**src/rtl/datapath_controller.sv**
```systemverilog
// datapath_controller: multicycle Moore FSM sequencing fetch, decode, execute, memory and writeback
// Ports: clk, reset (async, active-high); opcode/rdest/opext = memdata[15:12]/[11:8]/[7:4];
//        flagZ/flagN latched ALU flags; aluControl, mux4En, regpcCont selects; pcRegEn, srcRegEn,
//        dstRegEn, immRegEn, resultRegEn, regFileEn, irS, memWrite, flagEn enables/strobes;
//        exMemResultEn, signEn, pcRegMuxEn, shiftALUMuxEn, regImmMuxEn mux selects; state for debug.
// Option: define CTRL_ILLEGAL_TRAP_EN to trap undefined encodings in HALT and add output illegal.
module datapath_controller (
   input  logic       clk,
   input  logic       reset,
   input  logic [3:0] opcode,
   input  logic [3:0] rdest,
   input  logic [3:0] opext,
   input  logic       flagZ,
   input  logic       flagN,
   output logic [3:0] aluControl,
   output logic [1:0] mux4En,
   output logic [1:0] regpcCont,
   output logic       pcRegEn,
   output logic       srcRegEn,
   output logic       dstRegEn,
   output logic       immRegEn,
   output logic       resultRegEn,
   output logic       regFileEn,
   output logic       exMemResultEn,
   output logic       signEn,
   output logic       pcRegMuxEn,
   output logic       shiftALUMuxEn,
   output logic       regImmMuxEn,
   output logic       irS,
   output logic       memWrite,
   output logic       flagEn,
`ifdef CTRL_ILLEGAL_TRAP_EN
   output logic       illegal,
`endif
   output logic [3:0] state
);
   typedef enum logic [3:0] {
      FETCH = 4'd0, DECODE = 4'd1, EXEC_R = 4'd2, EXEC_I = 4'd3, EXEC_SH = 4'd4, WB = 4'd5,
      MEM_LD = 4'd6, LD_WB = 4'd7, MEM_ST = 4'd8, BRANCH = 4'd9, JUMP = 4'd10
`ifdef CTRL_ILLEGAL_TRAP_EN
      , HALT = 4'd11
`endif
   } state_t;

   localparam logic [3:0] ALU_ADD = 4'b0000, ALU_SUB = 4'b0001, ALU_AND = 4'b0010, ALU_OR = 4'b0011,
                          ALU_XOR = 4'b0100, ALU_CMP = 4'b0101, ALU_PASSA = 4'b0110;
`ifdef CTRL_ILLEGAL_TRAP_EN
   localparam state_t UNDEF_NEXT = HALT;
`else
   localparam state_t UNDEF_NEXT = FETCH;
`endif

   state_t     state_q, state_d;
   logic [3:0] op_q, op_d, ext_q, ext_d, cond_q, cond_d, fn, alu_fn;
   logic       taken;

   // Same function-field map serves opext (register forms) and opcode (immediate forms)
   function automatic logic [3:0] alu_of(input logic [3:0] f);
      return f == 4'b0101 ? ALU_ADD : f == 4'b1001 ? ALU_SUB : f == 4'b1011 ? ALU_CMP :
             f == 4'b0001 ? ALU_AND : f == 4'b0010 ? ALU_OR  : f == 4'b0011 ? ALU_XOR : ALU_PASSA;
   endfunction

   always_comb begin
      state_d       = state_q;
      op_d          = op_q;
      ext_d         = ext_q;
      cond_d        = cond_q;
      aluControl    = ALU_ADD;
      mux4En        = 2'b00;
      regpcCont     = 2'b00;
      pcRegEn       = 1'b0;
      srcRegEn      = 1'b0;
      dstRegEn      = 1'b0;
      immRegEn      = 1'b0;
      resultRegEn   = 1'b0;
      regFileEn     = 1'b0;
      exMemResultEn = 1'b0;
      signEn        = 1'b0;
      pcRegMuxEn    = 1'b0;
      shiftALUMuxEn = 1'b0;
      regImmMuxEn   = 1'b0;
      irS           = 1'b0;
      memWrite      = 1'b0;
      flagEn        = 1'b0;
      fn            = state_q == EXEC_R ? ext_q : op_q;
      alu_fn        = alu_of(fn);
      // Condition comes from the rdest latched at DECODE; flags are the live ones in BRANCH/JUMP
      taken = cond_q == 4'b0000 ? flagZ :
              cond_q == 4'b0001 ? !flagZ :
              cond_q == 4'b0110 ? (!flagZ && !flagN) :
              cond_q == 4'b1100 ? flagN :
              cond_q == 4'b1110;
      case (state_q)
         FETCH: begin
            regpcCont = 2'b01;
            state_d   = DECODE;
         end
         DECODE: begin
            irS      = 1'b1;
            srcRegEn = 1'b1;
            dstRegEn = 1'b1;
            immRegEn = 1'b1;
            mux4En   = 2'b10;
            pcRegEn  = 1'b1;
            // memdata only holds the instruction during DECODE, so keep the fields for later states
            op_d     = opcode;
            ext_d    = opext;
            cond_d   = rdest;
            state_d  = opcode == 4'b0000 ? EXEC_R :
                       opcode inside {4'b0101, 4'b1001, 4'b1011, 4'b1101, 4'b0001, 4'b0010, 4'b0011} ? EXEC_I :
                       opcode == 4'b1000 ? EXEC_SH :
                       opcode == 4'b1100 ? BRANCH :
                       (opcode == 4'b0100 && opext == 4'b0000) ? MEM_LD :
                       (opcode == 4'b0100 && opext == 4'b0100) ? MEM_ST :
                       (opcode == 4'b0100 && opext == 4'b1100) ? JUMP : UNDEF_NEXT;
         end
         EXEC_R, EXEC_I: begin
            aluControl  = alu_fn;
            mux4En      = state_q == EXEC_I ? 2'b01 : 2'b00;
            pcRegMuxEn  = 1'b1;
            resultRegEn = 1'b1;
            flagEn      = alu_fn inside {ALU_ADD, ALU_SUB, ALU_CMP};
            signEn      = state_q == EXEC_I && !(alu_fn inside {ALU_AND, ALU_OR, ALU_XOR});
            state_d     = alu_fn == ALU_CMP ? FETCH : WB;
         end
         EXEC_SH: begin
            shiftALUMuxEn = 1'b1;
            resultRegEn   = 1'b1;
            regImmMuxEn   = ext_q != 4'b0100;
            signEn        = ext_q != 4'b0100;
            state_d       = WB;
         end
         WB: begin
            regFileEn = 1'b1;
            state_d   = FETCH;
         end
         MEM_LD: state_d = LD_WB;
         LD_WB: begin
            exMemResultEn = 1'b1;
            regFileEn     = 1'b1;
            state_d       = FETCH;
         end
         MEM_ST: begin
            memWrite = 1'b1;
            state_d  = FETCH;
         end
         BRANCH: begin
            mux4En  = taken ? 2'b01 : 2'b00;
            signEn  = taken;
            pcRegEn = taken;
            state_d = FETCH;
         end
         JUMP: begin
            aluControl = taken ? ALU_PASSA : ALU_ADD;
            pcRegEn    = taken;
            state_d    = FETCH;
         end
`ifdef CTRL_ILLEGAL_TRAP_EN
         HALT: state_d = HALT;
`endif
         default: state_d = FETCH;
      endcase
   end

   always_ff @(posedge clk or posedge reset) begin
      if (reset) begin
         state_q <= FETCH;
         op_q    <= 4'd0;
         ext_q   <= 4'd0;
         cond_q  <= 4'd0;
      end else begin
         state_q <= state_d;
         op_q    <= op_d;
         ext_q   <= ext_d;
         cond_q  <= cond_d;
      end
   end

   assign state = state_q;
`ifdef CTRL_ILLEGAL_TRAP_EN
   assign illegal = state_q == HALT;
`endif
endmodule
```
**config.mk**
```make
export PLATFORM = sky130hd
export DESIGN_NAME = datapath_controller
export DESIGN_NICKNAME = d
export VERILOG_FILES = /design/src/rtl/datapath_controller.sv
export SDC_FILE = /design/constraint.sdc
export NUM_CORES = 1
export LEC_CHECK = 0
export BUFFER_PORTS_ARGS = -buffer_cell sky130_fd_sc_hd__buf_2
export CAP_MARGIN = 15
export CORE_MARGIN = 5
export CORE_UTILIZATION = 30
export DETAILED_ROUTE_END_ITERATION = 16
export SETUP_SLACK_MARGIN = 0.02
export SLEW_MARGIN = 15
export SYNTH_ARGS = -nofsm -noshare
export SYNTH_HDL_FRONTEND = slang
export SYNTH_SLANG_ARGS = --single-unit
export TNS_END_PERCENT = 30
```
**constraint.sdc**
```tcl
create_clock -name clk -period 3.3 [get_ports clk]
set_clock_uncertainty 0.1 [all_clocks]
set_input_delay 0.33 -clock clk [delete_from_list [all_inputs] [get_ports clk]]
set_output_delay 0.33 -clock clk [all_outputs]
set_load 0.1 [all_outputs]
```
==> run metrics, run 1 <==
post-synthesis cell area=1204 µm²; core area=3943 µm²; min-delay worst type=input port to asynchronous set/reset pin; register area=401.6 µm²; CP max FO=7; RSZ-0062 raised after global routing=no; first-pass GRT wire length=5112 µm; 1st-pass router iterations=4; # setup viols final=0; hold_ws=0.03677 ns; # resized after CTS=0; TritonCTS Buffers=3; Antenna diodes=0; main flop type after synthesis=dfrtp_1; Synth top area share=33.26%; drt drc=0; Post-Synthesis Cells=136; Final Max Tran Viols=0; final instance area=1506 µm²; ys async rst share=100.0%; Layout Nets=184; postcts setup bufs=0; WL/cell=14.12 µm; Crit Path Class=flop to output pin; Synth cell types=46; Placement Cell Area=1451 µm²; via density per instance=5.051; Final Core Density=38.21%; CTS tree=built; Placed Instances=213; DR vias=1096; min cycle time layout=2.413 ns; fraction of the yosys area taken by sequential cells=33.26%; most frequent cells in the layout=39 x buf_2, 15 x dfrtp_1, 10 x mux2_2, 10 x nor2_1, 9 x nand2_1; largest net degree at the start of global routing=23; multi-input logic area=765.7 µm²; H-Tree Depth=1; fmax=0.4143 GHz; Non-Filler Instances=217; CP arrival=1.98 ns; Yosys warnings=0; Synth-to-Final Area Change=25.16%; GP Congestion=0.7028; fillcell total=382; hold_buf cts=0; aggregate global routing overflow=0; Avg Cell Area, Syn=8.850 µm²; num ports=42; DRT antenna net count=0; area of the die=5379 µm²; reg-to-reg startpoint=state[1]; Clock Tree Buf Depth=2; max-cap viol count=0; commonest non-fill, non-tap cell in the layout=buf_2; Final Hold Fails=0; die span in y=73.34 µm; Slew headroom=53.81%; Die Wd=73.34 µm; status=finished, final reports clean; initial antenna violation count=0; layout cell share with drive strength beyond 1=44.31%; CP Launch Type=flop; Worst setup EP type=output pin; EDFF count, synth=0; Yosys top cell by area=dfrtp_1; worst-margin pin slew=0.6929 ns; vias in the first global route=1036; Initial Util=30.53%; top cells by area, synth=dfrtp_1 33%, mux2_2 9.4%, buf_4 3.7%; port bufs=39; iteration-0 DRC count of the detailed router=76; total wire length=3064 µm; Data required, critical path=2.87 ns; Setup crit start=ext_q[1]; Worst-Skew Late Latency=0.25 ns; Yosys reg bits=16; total track usage=11.99%; HPWL Detailed=2336 µm; clk sinks=16; Final Cycle Share=73.14%; row count=23; root buffer cell=clkbuf_8; Reg clk slew, reported paths=0.06 ns
-- worst max-delay path: stages (launching register included) --
cell and delay, ns:
dfrtp_1 0.43, or3b_2 0.52, o21a_4 0.22, a21oi_1 0.16, o31ai_2 0.09, buf_2 0.31
-- area by class of cell --
type                    count  area share [%]
clock buffers               4           3.654
inverters                   5           1.246
multi-input cells         102           50.83
flip-flops and latches     16           26.66
well taps                  50           4.153
repair buffers             40           13.46
-- final timing paths --
path / to / slack [ns] / cells after the start
max reg2reg: state[3] / 1.47 / 5
min in group clk: cond_q[2] / 0.19 / 2
max: signEn / 0.89 / 5
min: cond_q[3] / 0.04 / 2
min reg2reg: cond_q[2] / 0.42 / 1
max in group asynchronous: state[2] / 2.64 / 2
-- state kept, by name (all words and copies together) (netlist names) --
register and cells:
cond_q 4, state 4, op_q 4, ext_q 4
-- synthesized netlist by cell type, drive strengths merged (3+ instances only) --
master and instances:
dfrtp 16, mux2 11, nand2 10, nor2 10, buf 9, a21oi 7, nor3 7, clkbuf 5
inv 5, o21ai 5, and2 4, o21bai 4, o31ai 4, a21boi 3, a31oi 3, nand2b 3
-- metal layers --
layer / share of wire, % / GRT usage (%) / routed length (µm)
met5: 0 / 0 / 0
met4: 1.1 / 4.225 / 34
met3: 7.0 / 2.189 / 215
met2: 44 / 17.48 / 1348
met1: 48 / 17.60 / 1465
-- per-stage QoR --
stage	TNS [ns]	setup slack (ns)
3_3_place_gp	0	1.133
6_report	0	0.8865
5_1_grt	0	0.7747
2_1_floorplan	-1.717	-0.6331
3_5_place_dp	0	1.110
4_1_cts	0	0.8717
-- cell families (layout without fill, tap and decap cells) --
logic type / count (synthesis) / after routing / synth area share [%]
other: 1 / 2 / 0.3116
xor gates and xnor gates: 2 / 2 / 1.456
AOI/OAI and AO/OA: 37 / 37 / 21.62
and+or+nand+nor: 50 / 50 / 24.22
buffers and inverters: 19 / 49 / 8.836
muxes: 11 / 11 / 10.29
DFF: 16 / 16 / 33.26
Power of run 1 is not shown: default switching activity piles up to over one toggle a cycle in this logic, so the estimate is an artifact.
==> inputs of run 2 (changes only) <==
clock period = 2.3 ns   (was 3.3 ns; I/O delays follow)
==> run 2 against run 1 <==
  * Routed wire length increased by 3.6%
  * Global-route usage grew 0.50 points
  * Final cell count increased by 0.92%
  * Design area grew 16%
  * Core utilization increased by 5.9 points
  * Critical path depth is the same
  * Non-clock buffer count increased by 2
  * Sequential share of layout area is 2.8 points lower
  * Via count is 4.0% higher
  * Worst hold slack improved by 0.058 ns
  * Critical path type unchanged
  * Register-to-register slack got worse by 0.99 ns
  * First-iteration DRC count down 51%
==> run metrics, run 2 (synthesized netlist as in run 1, its figures left out) <==
status=finished, final reports clean; Worst-Skew Late Latency=0.25 ns; die span in y=73.34 µm; DR vias=1140; H-Tree Depth=1; port bufs=39; Synth-to-Final Area Change=44.59%; CP peak stage delay=0.51 ns; postcts setup bufs=0; Clock Tree Buf Depth=2; routed wl met2=1542 µm; max-cap viol count=0; aggregate global routing overflow=0; TritonCTS Buffers=3; final worst setup slack=0.09395 ns; Slew headroom=60.09%; total track usage=12.49%; min cycle time layout=2.206 ns; most frequent cells in the layout=28 x buf_2, 11 x buf_12, 10 x mux2_2, 10 x dfrtp_1; worst-margin pin slew=0.5980 ns; layout cell share with drive strength beyond 1=49.70%; root buffer cell=clkbuf_8; area of the die=5379 µm²; via density per instance=5.205; RSZ-0062 raised after global routing=no; initial antenna violation count=0; met3 routed WL=232 µm; commonest non-fill, non-tap cell in the layout=buf_2; Final Hold Fails=0; row count=23; core area=3943 µm²; Layout Nets=186; total wire length=3175 µm; Final Max Tran Viols=0; CP Launch Type=flop; CP arrival=1.88 ns; WL/cell=14.50 µm; Initial Util=30.53%; fmax=0.4533 GHz; iteration-0 DRC count of the detailed router=37; Final Core Density=44.14%; 1st-pass router iterations=4; Reg clk slew, reported paths=0.06 ns; Worst setup EP type=output pin; # setup viols final=0; Final Cycle Share=95.92%; vias in the first global route=1127; clk sinks=16; CP max FO=7; DRT met1 WL=1357 µm; Crit Path Class=flop to output pin; num ports=42; Worst path slowest cell=or3b_2; DR top layer=met4; dpl ws=0.2991 ns; Die Wd=73.34 µm; final setup TNS=0 ns; Data required, critical path=1.97 ns; Critical Path, Cell by Cell=or3b_2 -> o21a_4 -> a21oi_4 -> o31ai_4 -> buf_4; DRT antenna net count=0; HPWL Detailed=2537 µm; largest net degree at the start of global routing=23; GP Congestion=0.8200; CTS tree=built; Antenna diodes=0; first-pass GRT wire length=5250 µm; drt drc=0; min-delay worst type=input port to flop
-- run 2: routing by layer --
metal	up-vias	GRT usage, %
met2	38	21.45
met5	-	0
li1	554	-
met3	5	2.873
met4	0	4.225
met1	543	15.31
-- run 2: worst paths after layout --
kind / from / end / cells after the start / slack (ns)
min reg2reg: cond_q[3] / cond_q[3] / 1 / 0.45
max: ext_q[1] / signEn / 5 / 0.09
max in group asynchronous: reset / state[2] / 3 / 1.17
min in group asynchronous: reset / cond_q[2] / 3 / 0.49
max reg2reg: state[1] / state[3] / 5 / 0.48
min: rdest[2] / cond_q[2] / 2 / 0.09
-- run 2: layout make-up --
type / instances / area, µm²
Multi-Input combinational cell: 102 / 803.3
Tap cell: 50 / 62.56
Timing Repair Buffer: 42 / 385.4
Inverter: 5 / 18.77
Clock buffer: 4 / 55.05
Fill cell: 388 / 2202
Sequential cell: 16 / 415.4
-- run 2: critical path: cells and delay by family, from the launching register on --
family | cells | cell delay, ns
buf+inv | 1 | 0.24
flops | 1 | 0.44
compound gates | 3 | 0.43
simple gates | 1 | 0.51
-- run 2: repair_timing --
action / 4_1_cts / 5_1_grt
cloned: 0 / 0
resized for setup: 1 / 4
endpoints found under the hold margin: 16 / 0
hold buffers: 1 / 0
pin swaps: 0 / 2
setup endpoints to repair: 2 / 3
-- run 2: through the flow --
stage	cells	instance area, µm²	hold slack [ns]
floorplan	137	1334	0.04373
global placement	214	1667	0.2226
detailed placement	214	1667	0.2387
CTS	219	1735	0.08825
global route	219	1740	0.1028
finish	219	1740	0.09452
Power of run 2 is left out for the same reason.
==> inputs of run 3 (changes only) <==
CORE_MARGIN = 2   (was 5)
CTS_BUF_LIST = sky130_fd_sc_hd__clkbuf_8   (was not set)
==> run 3 against run 2 <==
  * Worst hold slack about the same
  * Clock-buffer cell count is the same
  * Final cell count did not move
  * Core utilization decreased by 0.38 points
  * Sequential share of layout area grew 0.063 points
  * Non-clock buffer count unchanged
  * Via count down 3.6%
  * Routed wire length shrank 3.2%
  * Global-route usage up 2.0 points
  * Die area is 16% lower
  * Critical path depth is the same
  * Critical path type unchanged
==> run metrics, run 3 (synthesized netlist as in run 1, its figures left out) <==
Final Hold Fails=0; Synth-to-Final Area Change=43.35%; aggregate global routing overflow=0; reg-to-reg startpoint=state[1]; num ports=42; Min-Delay Endpoint=cond_q[2]; total wire length=3073 µm; WL/cell=14.03 µm; row count=23; status=finished, final reports clean; initial antenna violation count=0; GP Congestion=0.7874; H-Tree Depth=1; Hold Crit Start=rdest[2]; core area=3943 µm²; Clock Tree Buf Depth=2; Reg clk slew, reported paths=0.06 ns; FF-to-FF setup slack=0.47 ns; max-cap viol count=0; Layout Nets=186; Setup crit start=ext_q[1]; first-pass GRT wire length=4905 µm; TritonCTS Buffers=3; drt drc=0; root buffer cell=clkbuf_8; # setup viols final=0; Worst Hold Depth=2; CP arrival=1.90 ns; min-delay worst type=input port to flop; DR vias=1099; final instance area=1725 µm²; Worst setup EP type=output pin; Antenna diodes=0; worst-margin pin slew=0.6184 ns; Die Wd=67.34 µm; commonest non-fill, non-tap cell in the layout=buf_2; layout cell share with drive strength beyond 1=48.52%; via density per instance=5.018; port bufs=39; hold_ws=0.09481 ns; Worst-Skew Late Latency=0.24 ns; Final Max Tran Viols=0; iteration-0 DRC count of the detailed router=22; fillcell total=382; clk sinks=16; Placement Cell Area=1652 µm²; 1st-pass router iterations=4; Initial Util=30.53%; fmax=0.4482 GHz; vias in the first global route=1094; largest net degree at the start of global routing=23; DRT antenna net count=0; die span in y=67.34 µm; reg2reg end=state[3]; CP Launch Type=flop; CTS tree=built; Crit Path Class=flop to output pin; Data required, critical path=1.97 ns; Slew headroom=58.73%; most frequent cells in the layout=28 x buf_2, 12 x dfrtp_1, 10 x mux2_2, 10 x buf_12; Reg2Reg Depth=5; CP max FO=7; Final Cycle Share=97.02%; HPWL Detailed=2398 µm; RSZ-0062 raised after global routing=no; total track usage=14.46%; area of the die=4535 µm²; min cycle time layout=2.231 ns
## run 3: cell count changes in the layout (fill, tap and decap cells not counted), sizes merged
cell,change
buf,-1
clkbuf,+1
## run 3: critical path: stages, from the launching register on
cell,delay (ns)
dfrtp_1,0.44
or3b_2,0.53
o21a_4,0.23
a21oi_4,0.14
o31ai_4,0.08
buf_4,0.24
## run 3: metrics by stage
step / TNS, ns / setup WS [ns] / util (%) / instances
floorplan: -6.976 / -0.8050 / - / 137
global placement: 0 / 0.2829 / 41.89 / 214
detailed placement: 0 / 0.2237 / 41.89 / 214
CTS: 0 / 0.007295 / 43.64 / 219
global route: 0 / 0.02443 / 43.76 / 219
finish: 0 / 0.06865 / 43.76 / 219
## run 3: cell type report
class / count / area, µm² / share of cell area (%)
multi-input cells: 102 / 803.3 / 46.56
flip-flops and latches: 16 / 412.9 / 23.93
repair buffers: 42 / 372.9 / 21.61
well taps: 50 / 62.56 / 3.626
clock buffers: 4 / 55.05 / 3.191
inverters: 5 / 18.77 / 1.088
## run 3: worst max-delay path by stage
stage               cells after the start      end  slack, ns
floorplan                               5   signEn      -0.81
global placement                        5  pcRegEn       0.28
detailed placement                      5  pcRegEn       0.22
CTS                                     5   signEn      0.007
global route                            5   signEn       0.02
finish                                  5   signEn       0.07
## run 3: per-layer routing
layer | wire length (µm) | up-vias | track usage, %
li1 | - | 554 | -
met1 | 1414 | 502 | 18.47
met2 | 1470 | 41 | 24.63
met3 | 172 | 2 | 2.167
met4 | 16 | 0 | 5.357
met5 | 0 | - | 0
## run 3: repair_timing
action / 4_1_cts / 5_1_grt
setup endpoints to repair: 2 / 3
hold buffers: 1 / 0
setup buffers: 0 / 0
hold endpoints to repair: 16 / 0
gates resized for setup: 1 / 4
Power of run 3 is left out for the same reason.
